## src/rtl/ami_wfeed_pkg.sv

```systemverilog
// ami_pkg: shared definitions for the AXI master write-feed slice.
//   - default bus geometry (AXI_DW, AXI_AW, BL) and the derived widths L and B
//   - wfeed_state_e : job FSM states (IDLE, RUN, DONE)
//   - lane_mask()   : byte-lane strobe mask, either from a lane upward or up to a lane
package ami_pkg;

  localparam int AXI_DW    = 128;
  localparam int AXI_AW    = 32;
  localparam int BL        = 16;
  localparam int AXI_BYTES = AXI_DW / 8;
  localparam int L         = $clog2(AXI_BYTES);
  localparam int B         = $clog2(BL) + L;

  // Widest lane count lane_mask() can describe (1024-bit bus); callers
  // size-cast the result down to their own AXI_BYTES.
  localparam int MAX_LANES = 128;

  typedef enum logic [1:0] {
    IDLE = 2'd0,
    RUN  = 2'd1,
    DONE = 2'd2
  } wfeed_state_e;

  typedef enum logic {
    MASK_LO = 1'b0,   // ones from lane 'off' upward
    MASK_HI = 1'b1    // ones from lane 0 up to and including lane 'off'
  } mask_dir_e;

  function automatic logic [MAX_LANES-1:0] lane_mask(input logic [6:0] off,
                                                     input mask_dir_e dir);
    logic [MAX_LANES-1:0] m;
    m = '0;
    for (int i = 0; i < MAX_LANES; i++) begin
      if (dir == MASK_LO) m[i] = (i >= int'(off));
      else                m[i] = (i <= int'(off));
    end
    return m;
  endfunction

endpackage

```

## src/rtl/ami_wfeed_if.sv

```systemverilog
// ami_wfeed_if: bundles the job-config, source-beat, W-stream and job-status
// signals of ami_wfeed.
//   master modport : the feed block (accepts jobs and source beats, drives W)
//   slave modport  : the surrounding environment (requester, source, W sink)
interface ami_wfeed_if #(
  parameter int AXI_DW = ami_pkg::AXI_DW
);
  localparam int AXI_BYTES = AXI_DW / 8;

  logic                 cfg_valid;
  logic                 cfg_ready;
  logic [31:0]          cfg_sa;
  logic [31:0]          cfg_len;

  logic [AXI_DW-1:0]    src_data;
  logic [AXI_BYTES-1:0] src_strb;
  logic                 src_valid;
  logic                 src_ready;

  logic [AXI_DW-1:0]    usr_wdata;
  logic [AXI_BYTES-1:0] usr_wstrb;
  logic                 usr_wlast;
  logic                 usr_wvalid;
  logic                 usr_wready;

  logic                 job_done;
  logic                 job_err;

  modport master (
    input  cfg_valid, cfg_sa, cfg_len,
    input  src_data, src_strb, src_valid,
    input  usr_wready,
    output cfg_ready, src_ready,
    output usr_wdata, usr_wstrb, usr_wlast, usr_wvalid,
    output job_done, job_err
  );

  modport slave (
    output cfg_valid, cfg_sa, cfg_len,
    output src_data, src_strb, src_valid,
    output usr_wready,
    input  cfg_ready, src_ready,
    input  usr_wdata, usr_wstrb, usr_wlast, usr_wvalid,
    input  job_done, job_err
  );

endinterface

```

## src/rtl/ami_wfeed_skid.sv

```systemverilog
// ami_wfeed_skid: 2-entry register slice used on the W side when
// AMI_WFEED_SKID_EN is defined.
//   clk, rst_n            : clock, async active-low reset
//   in_valid/in_ready     : upstream handshake (in_ready is a register,
//                           high while at most one entry is held)
//   in_data               : {wdata, wstrb, wlast}
//   out_valid/out_ready   : downstream handshake, out_data from a register
//   empty                 : no entry held
module ami_wfeed_skid #(
  parameter int W = 8
) (
  input  logic         clk,
  input  logic         rst_n,
  input  logic         in_valid,
  output logic         in_ready,
  input  logic [W-1:0] in_data,
  output logic         out_valid,
  input  logic         out_ready,
  output logic [W-1:0] out_data,
  output logic         empty
);

  logic [W-1:0] ent0, ent1;   // ent0 is always the head
  logic [1:0]   cnt, cnt_n;
  logic         ready_q, valid_q;
  logic         push, pop;

  assign push = in_valid && ready_q;
  assign pop  = valid_q && out_ready;

  always_comb begin
    cnt_n = cnt + {1'b0, push} - {1'b0, pop};
  end

  always_ff @(posedge clk or negedge rst_n) begin
    if (!rst_n) begin
      ent0    <= '0;
      ent1    <= '0;
      cnt     <= 2'd0;
      valid_q <= 1'b0;
      ready_q <= 1'b1;
    end else begin
      // A new beat goes straight to the head when the head is free (or is
      // being drained with nothing behind it); otherwise it queues in ent1.
      if (push && (cnt == 2'd0 || (cnt == 2'd1 && pop))) ent0 <= in_data;
      else if (pop)                                        ent0 <= ent1;
      if (push && cnt == 2'd1 && !pop)                     ent1 <= in_data;
      cnt     <= cnt_n;
      valid_q <= (cnt_n != 2'd0);
      ready_q <= (cnt_n <= 2'd1);
    end
  end

  assign in_ready  = ready_q;
  assign out_valid = valid_q;
  assign out_data  = ent0;
  assign empty     = !valid_q;

endmodule

```

## src/rtl/ami_wfeed.sv

```systemverilog
// ami_wfeed: turns a lane-aligned source beat stream into the user W stream
// for one DMA write job at a time.  Trims strobes on the partial first and
// last beats and raises usr_wlast at the end of every BL-beat aligned window
// and at the end of the job.
//   usr_clk, usr_reset_n : clock, async active-low reset
//   bus (master)         : cfg_* job request, src_* source beats,
//                          usr_w* W stream, job_done/job_err status
// Build option: AMI_WFEED_SKID_EN inserts a 2-entry register slice on the W
// outputs (1-cycle latency, registered src_ready); without it the source is
// passed through combinationally.
module ami_wfeed
  import ami_pkg::*;
#(
  parameter int AXI_DW = ami_pkg::AXI_DW,
  parameter int AXI_AW = ami_pkg::AXI_AW,
  parameter int BL     = ami_pkg::BL
) (
  input logic         usr_clk,
  input logic         usr_reset_n,
  ami_wfeed_if.master bus
);

  localparam int AXI_BYTES = AXI_DW / 8;
  localparam int L         = $clog2(AXI_BYTES);
  localparam int B         = $clog2(BL) + L;

  wfeed_state_e         state;
  logic                 cfg_ready_q, done_q, err_q;
  logic [32:0]          cur_addr, end_addr;
  logic [L-1:0]         first_off;
  logic                 first_beat;

  logic                 run, final_beat, take;
  logic [32:0]          sum, limit;
  logic [AXI_BYTES-1:0] lo_mask, hi_mask, beat_strb;
  logic                 beat_last;

  assign run        = (state == RUN);
  assign sum        = {1'b0, bus.cfg_sa} + {1'b0, bus.cfg_len};
  assign limit      = 33'd1 << AXI_AW;
  assign final_beat = (cur_addr[32:L] == end_addr[32:L]);

  assign lo_mask   = first_beat ? AXI_BYTES'(lane_mask(7'(first_off), MASK_LO)) : '1;
  assign hi_mask   = final_beat ? AXI_BYTES'(lane_mask(7'(end_addr[L-1:0]), MASK_HI)) : '1;
  assign beat_strb = bus.src_strb & lo_mask & hi_mask;
  assign beat_last = final_beat || (&cur_addr[B-1:L]);

`ifdef AMI_WFEED_SKID_EN
  // Once the final beat is in the slice, stop taking source beats and wait
  // for the slice to drain before declaring the job done.
  logic                           final_taken;
  logic                           skid_in_ready, skid_empty, skid_out_valid;
  logic [AXI_DW+AXI_BYTES:0]      skid_out;

  assign take          = run && !final_taken && bus.src_valid && skid_in_ready;
  assign bus.src_ready = run && !final_taken && skid_in_ready;

  ami_wfeed_skid #(.W(AXI_DW + AXI_BYTES + 1)) u_skid (
    .clk       (usr_clk),
    .rst_n     (usr_reset_n),
    .in_valid  (run && !final_taken && bus.src_valid),
    .in_ready  (skid_in_ready),
    .in_data   ({bus.src_data, beat_strb, beat_last}),
    .out_valid (skid_out_valid),
    .out_ready (bus.usr_wready),
    .out_data  (skid_out),
    .empty     (skid_empty)
  );

  assign bus.usr_wvalid = skid_out_valid;
  assign bus.usr_wdata  = skid_out[AXI_DW+AXI_BYTES:AXI_BYTES+1];
  assign bus.usr_wstrb  = skid_out[AXI_BYTES:1];
  assign bus.usr_wlast  = skid_out[0];
`else
  assign take           = run && bus.src_valid && bus.usr_wready;
  assign bus.src_ready  = run && bus.usr_wready;
  assign bus.usr_wvalid = run && bus.src_valid;
  assign bus.usr_wdata  = run ? bus.src_data : '0;
  assign bus.usr_wstrb  = run ? beat_strb : '0;
  assign bus.usr_wlast  = run && beat_last;
`endif

  // Job FSM.  cur_addr walks the beat-aligned addresses of the job; the
  // final beat is the one whose beat address matches that of end_addr.
  always_ff @(posedge usr_clk or negedge usr_reset_n) begin
    if (!usr_reset_n) begin
      state       <= IDLE;
      cfg_ready_q <= 1'b1;
      done_q      <= 1'b0;
      err_q       <= 1'b0;
      cur_addr    <= '0;
      end_addr    <= '0;
      first_off   <= '0;
      first_beat  <= 1'b0;
`ifdef AMI_WFEED_SKID_EN
      final_taken <= 1'b0;
`endif
    end else begin
      case (state)
        IDLE: begin
          if (bus.cfg_valid) begin
            cur_addr    <= {1'b0, bus.cfg_sa[31:L], {L{1'b0}}};
            first_off   <= bus.cfg_sa[L-1:0];
            end_addr    <= sum - 33'd1;
            first_beat  <= 1'b1;
            cfg_ready_q <= 1'b0;
            if (bus.cfg_len == 32'd0) begin
              state  <= DONE;
              done_q <= 1'b1;
              err_q  <= 1'b0;
            end else if (sum > limit) begin
              state  <= DONE;
              done_q <= 1'b1;
              err_q  <= 1'b1;
            end else begin
              state <= RUN;
            end
          end
        end
        RUN: begin
          if (take) begin
            cur_addr   <= cur_addr + 33'(AXI_BYTES);
            first_beat <= 1'b0;
`ifdef AMI_WFEED_SKID_EN
            if (final_beat) final_taken <= 1'b1;
`else
            if (final_beat) begin
              state  <= DONE;
              done_q <= 1'b1;
              err_q  <= 1'b0;
            end
`endif
          end
`ifdef AMI_WFEED_SKID_EN
          if (final_taken && skid_empty) begin
            final_taken <= 1'b0;
            state       <= DONE;
            done_q      <= 1'b1;
            err_q       <= 1'b0;
          end
`endif
        end
        DONE: begin
          state       <= IDLE;
          done_q      <= 1'b0;
          err_q       <= 1'b0;
          cfg_ready_q <= 1'b1;
        end
        default: begin
          state       <= IDLE;
          cfg_ready_q <= 1'b1;
          done_q      <= 1'b0;
          err_q       <= 1'b0;
        end
      endcase
    end
  end

  assign bus.cfg_ready = cfg_ready_q;
  assign bus.job_done  = done_q;
  assign bus.job_err   = err_q;

endmodule

```

## src/flat_wrapper.sv

```systemverilog
// flat-port wrapper written by rule: the top's interface ports become plain ports
module ami_wfeed_flat import ami_pkg::*;
#(
  parameter int AXI_DW = ami_pkg::AXI_DW,
  parameter int AXI_AW = ami_pkg::AXI_AW,
  parameter int BL     = ami_pkg::BL
)
  (usr_clk, usr_reset_n, bus_cfg_valid, bus_cfg_sa, bus_cfg_len, bus_src_data, bus_src_strb, bus_src_valid, bus_usr_wready, bus_cfg_ready, bus_src_ready, bus_usr_wdata, bus_usr_wstrb, bus_usr_wlast, bus_usr_wvalid, bus_job_done, bus_job_err);
  ami_wfeed_if #(.AXI_DW(AXI_DW)) bus_i ();
  input logic usr_clk;
  input logic usr_reset_n;
  input wire logic [$bits(bus_i.cfg_valid)-1:0] bus_cfg_valid;
  input wire logic [$bits(bus_i.cfg_sa)-1:0] bus_cfg_sa;
  input wire logic [$bits(bus_i.cfg_len)-1:0] bus_cfg_len;
  input wire logic [$bits(bus_i.src_data)-1:0] bus_src_data;
  input wire logic [$bits(bus_i.src_strb)-1:0] bus_src_strb;
  input wire logic [$bits(bus_i.src_valid)-1:0] bus_src_valid;
  input wire logic [$bits(bus_i.usr_wready)-1:0] bus_usr_wready;
  output wire logic [$bits(bus_i.cfg_ready)-1:0] bus_cfg_ready;
  output wire logic [$bits(bus_i.src_ready)-1:0] bus_src_ready;
  output wire logic [$bits(bus_i.usr_wdata)-1:0] bus_usr_wdata;
  output wire logic [$bits(bus_i.usr_wstrb)-1:0] bus_usr_wstrb;
  output wire logic [$bits(bus_i.usr_wlast)-1:0] bus_usr_wlast;
  output wire logic [$bits(bus_i.usr_wvalid)-1:0] bus_usr_wvalid;
  output wire logic [$bits(bus_i.job_done)-1:0] bus_job_done;
  output wire logic [$bits(bus_i.job_err)-1:0] bus_job_err;
  assign bus_i.cfg_valid = bus_cfg_valid;
  assign bus_i.cfg_sa = bus_cfg_sa;
  assign bus_i.cfg_len = bus_cfg_len;
  assign bus_i.src_data = bus_src_data;
  assign bus_i.src_strb = bus_src_strb;
  assign bus_i.src_valid = bus_src_valid;
  assign bus_i.usr_wready = bus_usr_wready;
  assign bus_cfg_ready = bus_i.cfg_ready;
  assign bus_src_ready = bus_i.src_ready;
  assign bus_usr_wdata = bus_i.usr_wdata;
  assign bus_usr_wstrb = bus_i.usr_wstrb;
  assign bus_usr_wlast = bus_i.usr_wlast;
  assign bus_usr_wvalid = bus_i.usr_wvalid;
  assign bus_job_done = bus_i.job_done;
  assign bus_job_err = bus_i.job_err;
  ami_wfeed #(.AXI_DW(AXI_DW), .AXI_AW(AXI_AW), .BL(BL)) u_core (.usr_clk(usr_clk), .usr_reset_n(usr_reset_n), .bus(bus_i));
endmodule
```

## config.mk

```make
export PLATFORM = sky130hd
export DESIGN_NAME = ami_wfeed_flat
export DESIGN_NICKNAME = d
export VERILOG_FILES = /design/src/rtl/ami_wfeed_pkg.sv /design/src/rtl/ami_wfeed_if.sv /design/src/rtl/ami_wfeed_skid.sv /design/src/rtl/ami_wfeed.sv /design/src/flat_wrapper.sv
export SDC_FILE = /design/constraint.sdc
export NUM_CORES = 1
export LEC_CHECK = 0
export CAP_MARGIN = 20
export CORE_AREA = 2 2 141 143
export CTS_CLUSTER_SIZE = 40
export DETAILED_ROUTE_END_ITERATION = 16
export DIE_AREA = 0 0 143 145
export PLACE_DENSITY = 0.82
export SYNTH_ARGS = -nofsm -noshare
export SYNTH_HDL_FRONTEND = slang
export SYNTH_HIERARCHICAL = 1
export SYNTH_SLANG_ARGS = --single-unit
```

## constraint.sdc

```tcl
create_clock -name usr_clk -period 9.2 [get_ports usr_clk]
set_input_delay 2.76 -clock usr_clk [delete_from_list [all_inputs] [get_ports usr_clk]]
set_output_delay 2.76 -clock usr_clk [all_outputs]
set_load 0.005 [all_outputs]
```

### After elaboration in Yosys (flattened, before gate mapping)

Index checks and enable logic that the tools add are counted.

| word-level totals | value |
|---|---|
| bits of input ports | 213 |
| register bits | 76 |
| output and inout bits | 150 |

| cells by class | value |
|---|---|
| bitwise operators | 3 |
| reductions and logical operators | 14 |
| eq/ne operators | 6 |
| order comparisons | 31 |
| add/sub/neg operators | 3 |
| muxes and demuxes | 29 |

Operators with widths:

| operator | number |
|---|---|
| $mux 128 | 1 |
| $mux 33 | 2 |
| $pmux 33 s2 | 1 |
| $add 32x32->33 | 1 |
| $add 33x5->33 const B | 1 |
| $gt 33x33->1 const B | 1 |
| $sub 33x1->33 const B | 1 |
| $and 16x16->16 | 2 |
| $le 4x4->1 const A | 8 |
| $logic_not 32->1 | 1 |
| $mux 16 | 2 |
| $eq 29x29->1 | 1 |
| $ge 4x4->1 const A | 7 |
| $ge 3x4->1 const A | 4 |
| $le 3x4->1 const A | 4 |
| $mux 15 | 1 |
| $mux 1 | 12 |
| $mux 2 | 5 |
| $ge 1x4->1 const A | 2 |
| $ge 2x4->1 const A | 2 |
| $le 2x4->1 const A | 2 |
| $pmux 1 s2 | 4 |
| $reduce_and 4->1 | 2 |
| $ne 2x2->1 const B | 3 |
| 11 further kinds | 16 |

### Longest topological paths before layout

| logic depth | value |
|---|---|
| word-level depth | 6 |
| depth in mapped cells | 14 |
| gate-level depth less buffers | 13 |

### Worst setup path after synthesis

Ideal clock, no wire load.

| timing path | value |
|---|---|
| path kind | input-to-reg |
| from | input port bus_cfg_sa[0] |
| to | register u_core.end_addr[27] |
| setup slack | 3.191 ns |
| cell stages on the path | 14 |
| required time | 9.075 ns |
| arrival | 5.885 ns |
| setup time | 0.125 ns |
| path through | ha_1 -> inv_1 -> fa_1 -> nand2b_1 -> a211oi_2 -> nor2_1 -> xnor2_1 -> nor4_2 -> or3b_1 -> buf_2 -> nor4_2 -> nand4_1 -> xnor2_1 -> mux2_2 |

| on the way | value |
|---|---|
| word-level cells in the longest chain between the ends | 2 |

RTL lines:

| what | line | source |
|---|---|---|
| start, declared | flat_wrapper.sv:13 | `input wire logic [$bits(bus_i.cfg_sa)-1:0] bus_cfg_sa;` |
| $add 32x32->33 | ami_wfeed.sv:39 | `assign sum = {1'b0, bus.cfg_sa} + {1'b0, bus.cfg_len};` |
| $sub 33x1->33 | ami_wfeed.sv:104 | `end_addr <= sum - 33'd1;` |
| end signal, assigned | ami_wfeed.sv:104 |  |
| end, declared | ami_wfeed.sv:29 | `logic [32:0] cur_addr, end_addr;` |

Every way passes these cells.
A chain may end at the register's enable or synchronous reset.

### Worst setup path after layout

| timing path | value |
|---|---|
| from | input port bus_src_strb[6] |
| to | output port bus_usr_wstrb[6] |

| on the way | value |
|---|---|
| word-level cells in the longest chain between the ends | 3 |

RTL lines:

| what | line | source |
|---|---|---|
| start, declared | flat_wrapper.sv:16 | `input wire logic [$bits(bus_i.src_strb)-1:0] bus_src_strb;` |
| $and 16x16->16 (2 in a row) | ami_wfeed.sv:45 | `assign beat_strb = bus.src_strb & lo_mask & hi_mask;` |
| $mux 16 | ami_wfeed.sv:79 | `assign bus.usr_wstrb = run ? beat_strb : '0;` |
| end, declared | flat_wrapper.sv:22 | `output wire logic [$bits(bus_i.usr_wstrb)-1:0] bus_usr_wstrb;` |

Every way passes these cells.

==> impl_metrics.env <==
export IMPL_run_status="finished clean"
export IMPL_internal_power_mw=1.52
export IMPL_synth_seq_cells=72
export IMPL_end_kind="primary output"
export IMPL_grt_busiest_layer="met2"
export IMPL_final_util=0.606
export IMPL_seq_power_share=0.252
export IMPL_worst_path_max_fanout=1
export IMPL_drc=0
export IMPL_grt_pass1_vias=8254
export IMPL_layout_min_cycle_time_ns=6.82
export IMPL_met3_usage=0.0452
export IMPL_numCtsBuffers=9
export IMPL_cap_violations=0
export IMPL_critPathKind="input pin to primary output"
export IMPL_rsz0062_at_grt="false"
export IMPL_die_w_um=143
export IMPL_critPathArrivalTime_ns=4.06
export IMPL_grt_max_degree=138
export IMPL_syn_avg_cell_area_um2=7.44
export IMPL_ys_types=79
export IMPL_antenna_cells=0
export IMPL_layout_drive_gt1_share=0.0357
export IMPL_wirelength_um=30400
export IMPL_p_switching_mw=1.07
export IMPL_setup_slack_ns=2.38
export IMPL_yosysSeqAreaShare=0.238
export IMPL_crit_required_ns=6.44
export IMPL_p_leak_nw=4.59
export IMPL_cts_setup_buffers=0
export IMPL_yosysWarnings=6
export IMPL_cts_max_level=3
export IMPL_nFillCells=1637
export IMPL_die_area_um2=20700
export IMPL_grtUsageMet1=0.389
export IMPL_overflow=0
export IMPL_ant_nets=0
export IMPL_post_synth_top_area_cell="dfrtp_1"
export IMPL_multiInputGateArea_um2=5480
export IMPL_drtPass1Iterations=5
export IMPL_ys_top_cells_by_count="and2_1, nand2_1, o21ai_0, nor2_1, dfrtp_1"
export IMPL_root_buffer="clkbuf_16"
export IMPL_p_clk_frac=0.132
export IMPL_cts_sinks=72
export IMPL_peakVddDrop_uv=157
export IMPL_gp_congestion=0.983
export IMPL_ys_top_cells_by_area="dfrtp_1, and2_1, nand2_1, ha_1, o21ai_0"
export IMPL_nets=1589
export IMPL_synth_ff_type="dfrtp_1"
export IMPL_vias=8951
export IMPL_pin_count=363
export IMPL_rows=51
export IMPL_power_density_nw_per_um2=223
export IMPL_core_area_um2=19200
export IMPL_place_area_um2=11400
export IMPL_syn_area_um2=7570
export IMPL_final_area_um2=11600
export IMPL_grt_usage=0.283
export IMPL_fmax_mhz=147
export IMPL_start_util=0.394
export IMPL_insertion_delay_ns=0.33
export IMPL_wl_per_cell_um=18.9
export IMPL_power_total_mw=2.59
export IMPL_synthCells=1018
export IMPL_report_final_setup_viol=0
export IMPL_finalHoldViolCount=0
export IMPL_tightest_slew_ns=1.01
export IMPL_clkTransAtPathRegs_ns=0.06
export IMPL_grt_pass1_wl_um=46200
export IMPL_drtIter0Drc=856
export IMPL_place_ws_ns=2.31
export IMPL_synth_top_area_share=0.235
export IMPL_cts_tree="done"
export IMPL_antenna_found_initial=0
export IMPL_synth_edf_count=0
export IMPL_syn_nets=1266
export IMPL_fin_skew_ns=0.00660
export IMPL_die_h_um=145
export IMPL_post_route_period_util=0.741
export IMPL_fin_setup_tns_ns=0
export IMPL_ctsResizeCount=0
export IMPL_area_delta_synth_final_pct=53.7
export IMPL_switching_share=0.412
export IMPL_io_buffers=362
export IMPL_slew_headroom=0.322
export IMPL_dp_hpwl_um=24600
export IMPL_cts_hold_buf=0
export IMPL_worstSetupStartpointType="input pin"
export IMPL_grt_use_met2=0.467
export IMPL_yosysMostFrequentCell="and2_1"
export IMPL_maxSlewViolCount=0
export IMPL_seqCellArea_um2=1800
export IMPL_synthArstFlopShare=1.00
export IMPL_routed_via_density=5.56
export IMPL_hold_class="register to register"
export IMPL_clock_path_buffers=2
export IMPL_p_comb_frac=0.616
==> stage by stage <==
stage          std cells  hold WS [ns]
2_1_floorplan       1018         0.459
3_3_place_gp        1595         0.474
3_5_place_dp        1595         0.477
4_1_cts             1610         0.486
5_1_grt             1610         0.498
6_report            1610         0.493
==> cells in the final DEF (no fill, tap or decap), types with 4 or more instances in the layout <==
master,n
nand2b_1,5
dfrtp_1,71
o21a_1,7
a221o_1,10
a211oi_1,7
clkdlybuf4s50_1,361
xor2_1,40
xnor2_1,38
buf_4,7
nand3_1,38
o31ai_1,5
o211ai_1,6
o21bai_1,5
nor3_1,19
nand2_1,125
a21oi_1,61
ha_1,34
or4_1,4
or2_2,4
o22ai_1,4
nor4_1,23
inv_1,19
clkbuf_16,9
o21ai_1,8
and2_1,135
nand4_1,17
o21ai_0,81
a21o_1,6
nor2_1,76
a31oi_1,10
and4_1,6
and3_1,19
nor3b_1,6
==> per-layer routing <==
metal	vias up	routed length (um)
met5	-	0
li1	4274	-
met2	488	14200
met4	0	473
met1	4153	13200
met3	36	2460
==> flip-flops by register name (all words and copies together), names as in the netlist <==
signal and count:
u_core/end_addr 33, u_core/cur_addr 29, u_core/first_off 4, u_core/state 2, u_core/bus.cfg_ready 1, u_core/bus.job_done 1
u_core/bus.job_err 1, u_core/first_beat 1
==> power by group through the flow <==
stage	registers [mW]	clock network (mW)	logic [mW]
floorplan	0.579	0	0.865
global placement	0.644	0	1.55
detailed placement	0.647	0	1.57
CTS	0.645	0.343	1.59
global route	0.674	0.359	1.73
finish	0.652	0.343	1.60
==> path summary, 6_finish.rpt <==
path                                                  startpoint                               end  slack [ns]  depth (start not counted)
worst max-delay path                             bus_src_strb[6]                  bus_usr_wstrb[6]        2.38                          4
worst min-delay path            u_core/bus.cfg_ready$_DFFE_PN1P_  u_core/bus.cfg_ready$_DFFE_PN1P_        0.49                          2
worst max register to register       u_core/state[1]$_DFFE_PN0P_   u_core/cur_addr[19]$_DFFE_PN0P_        5.62                          8
worst min register to register  u_core/bus.cfg_ready$_DFFE_PN1P_  u_core/bus.cfg_ready$_DFFE_PN1P_        0.49                          2
max in group asynchronous                            usr_reset_n   u_core/cur_addr[22]$_DFFE_PN0P_        5.96                          2
min in group asynchronous                            usr_reset_n   u_core/first_off[0]$_DFFE_PN0P_        2.63                          2
==> layout make-up <==
type / instances / area share
Timing Repair Buffer: 369 / 0.315
Sequential cell: 72 / 0.155
Clock buffer: 12 / 0.0212
Multi-Input combinational cell: 870 / 0.470
Clock inverter: 3 / 0.00365
Tap cell: 265 / 0.0285
Inverter: 19 / 0.00613
==> logic make-up after synthesis <==
| kind of cell | Yosys count | share of synthesized area |
|---|---|---|
| XOR/XNOR | 78 | 0.0902 |
| flip-flops | 72 | 0.238 |
| adder cells (fa/ha/maj) | 35 | 0.0588 |
| multiplexers | 3 | 0.00413 |
| AO/OA/AOI/OAI | 249 | 0.211 |
| buffers and inverters | 76 | 0.0403 |
| AND/OR/NAND/NOR | 505 | 0.357 |
==> critical path: stages <==
cell             delay, ns
clkdlybuf4s50_1       0.45
nand3_1               0.07
a211oi_1              0.24
clkdlybuf4s50_1       0.54
(Power assumes the default switching activity.)
==> variant (same flow settings) <==
The package constant `BL` goes from 16 to 8.
--- a/src/rtl/ami_wfeed_pkg.sv
+++ b/src/rtl/ami_wfeed_pkg.sv
@@ -8,3 +8,3 @@
   localparam int AXI_AW    = 32;
-  localparam int BL        = 16;
+  localparam int BL        = 8;
   localparam int AXI_BYTES = AXI_DW / 8;
Check against the original RTL: not equivalent (Yosys sat finds a counterexample within 4 cycles, from zero or initial values and one cycle with usr_reset_n low).
==> variant against the original RTL <==
Total power grew 0.50%. Via count grew 4.4%. Largest cell class unchanged. Design area grew 1.9%. Routed wire length grew 15%. Sequential cell count is the same. Area after synthesis grew 3.3%. Highest routed layer is now met5. Critical path type unchanged. Critical endpoint is now bus_usr_wdata[50]. Worst setup slack lost 0.055 ns. Sequential share of layout area shrank 0.28 points.
==> variant: results (changes against the original RTL) <==
number of clock buffer instances in the layout 10 (was 12); number of logic inverters in the finished layout 21 (was 19); ranking of synthesized cells by instance count sky130_fd_sc_hd__and2_1, sky130_fd_sc_hd__nand2_1, sky130_fd_sc_hd__dfrtp_1 (was sky130_fd_sc_hd__and2_1, sky130_fd_sc_hd__nand2_1, sky130_fd_sc_hd__o21ai_0); run status completed (unchanged); initial antenna violation count 10 (was 0); total track usage 32.4% (was 28.3%); global-route wire length before repair 50.8 mm (was 46.2 mm); power per standard cell area 220 nW/um^2 (was 223 nW/um^2); number of multi-input combinational cells in the layout 898 (was 870); multi-input combinational area share 47.9% (was 47.0%); proportion of register bits with asynchronous set or reset after synthesis 100% (unchanged); vias in the first global route 8591 (was 8254); worst r2r dst u_core/cur_addr[8]$_DFFE_PN0P_ (was u_core/cur_addr[19]$_DFFE_PN0P_); largest cells by area after synthesis sky130_fd_sc_hd__dfrtp_1, sky130_fd_sc_hd__and2_1, sky130_fd_sc_hd__nand2_1 (unchanged); filler cell count 1670 (was 1637); global placer's final weighted congestion 0.964 (was 0.983); worst-case vdd ir drop 0.131 mV (was 0.157 mV); share of synthesized area occupied by flip-flops and latches 23.0% (was 23.8%); Hold WS 0.498 ns (was 0.493 ns); Setup WS post-layout 2.32 ns (was 2.38 ns); instance area after placement 11600 sq um (was 11400 sq um); relative slew slack 23.8% (was 32.2%); register share of the cell area 15.2% (was 15.5%); setup slack of the worst register-to-register path 5.58 ns (was 5.62 ns); source-to-sink clock delay at the later pin of the worst-skew pair 0.34 ns; share of layout cells above drive strength 1 3.64% (was 3.57%); antenna cells 4 (was 0); number of sequential storage elements 72 (unchanged); DRC marker count from the first detailed-route iteration 1070 (was 856); net switching share of the total power 42.4% (was 41.2%); detailed-router iteration count before antenna repair 6 (was 5); half-perimeter wire length after detailed placement 29.0 mm (was 24.6 mm); maximum number of pins on one net before global-route repair 92 (was 138); Vias 9349 (was 8951); maximum single-stage delay on the critical path 0.65 ns (was 0.54 ns); setup skew after layout 0.0104 ns (was 0.00660 ns); setup slack after placement 2.07 ns (was 2.31 ns); synthesized net count 1307 (was 1266); PostCTS Resize Cnt 0 (unchanged); Clock Network Area Fraction 2.44% (was 2.48%); Vias/cell 5.69 (was 5.56); Synth Instances 1058 (was 1018); capture point of the worst path bus_usr_wdata[50] (was bus_usr_wstrb[6]); number of distinct library cells after synthesis 77 (was 79); fraction of cell area in non-clock buffers 30.9% (was 31.5%); Net count, final 1619 (was 1589); mapped cell area 7820 sq um (was 7570 sq um); Pleak 0.00467 uW (was 0.00459 uW); startpoint of the worst setup timing path bus_src_data[50] (was bus_src_strb[6]); Worst Reg2Reg Path Length in Cells 7 (was 8); wire length after detailed routing 35.0 mm (was 30.4 mm); Synth-to-Final Area Change 51.6% (was 53.7%); part of the power in the clock network 13.0% (was 13.2%); count of plain and timing-repair buffers in the layout 368 (was 369)
variant: cell types whose count changed in the layout (fill, tap and decap cells not counted), moves of 7 or more:
cell                       unedited run  this run
sky130_fd_sc_hd__nor2_1              76        64
sky130_fd_sc_hd__o211ai_1             6        13
sky130_fd_sc_hd__o21ai_0             81        70
sky130_fd_sc_hd__nand3_1             38        30
sky130_fd_sc_hd__nor3_1              19        28
variant: layer usage:
layer  global-route usage (%)  routed length (microns)  up-vias  part of all wire (%)
met4                     11.6                     1110       10                   3.2
li1                         -                        -     4423                     -
met5                        0                       71        -                  0.20
met3                     6.70                     3470       65                   9.9
met1                     42.9                    14300     4317                    41
met2                     52.0                    16000      534                    46
variant: cells by family (layout without fill, tap and decap cells):
family	Yosys count	in the layout	share of synthesized area, %
and+or+nand+nor	505	505	34.5
AOI/OAI and AO/OA	279	279	23.2
buffers and inverters	88	405	4.54
xor gates and xnor gates	73	73	8.17
DFF	72	72	23.0
adders and majority gates	36	36	5.85
muxes	5	5	0.656
other	0	4	0
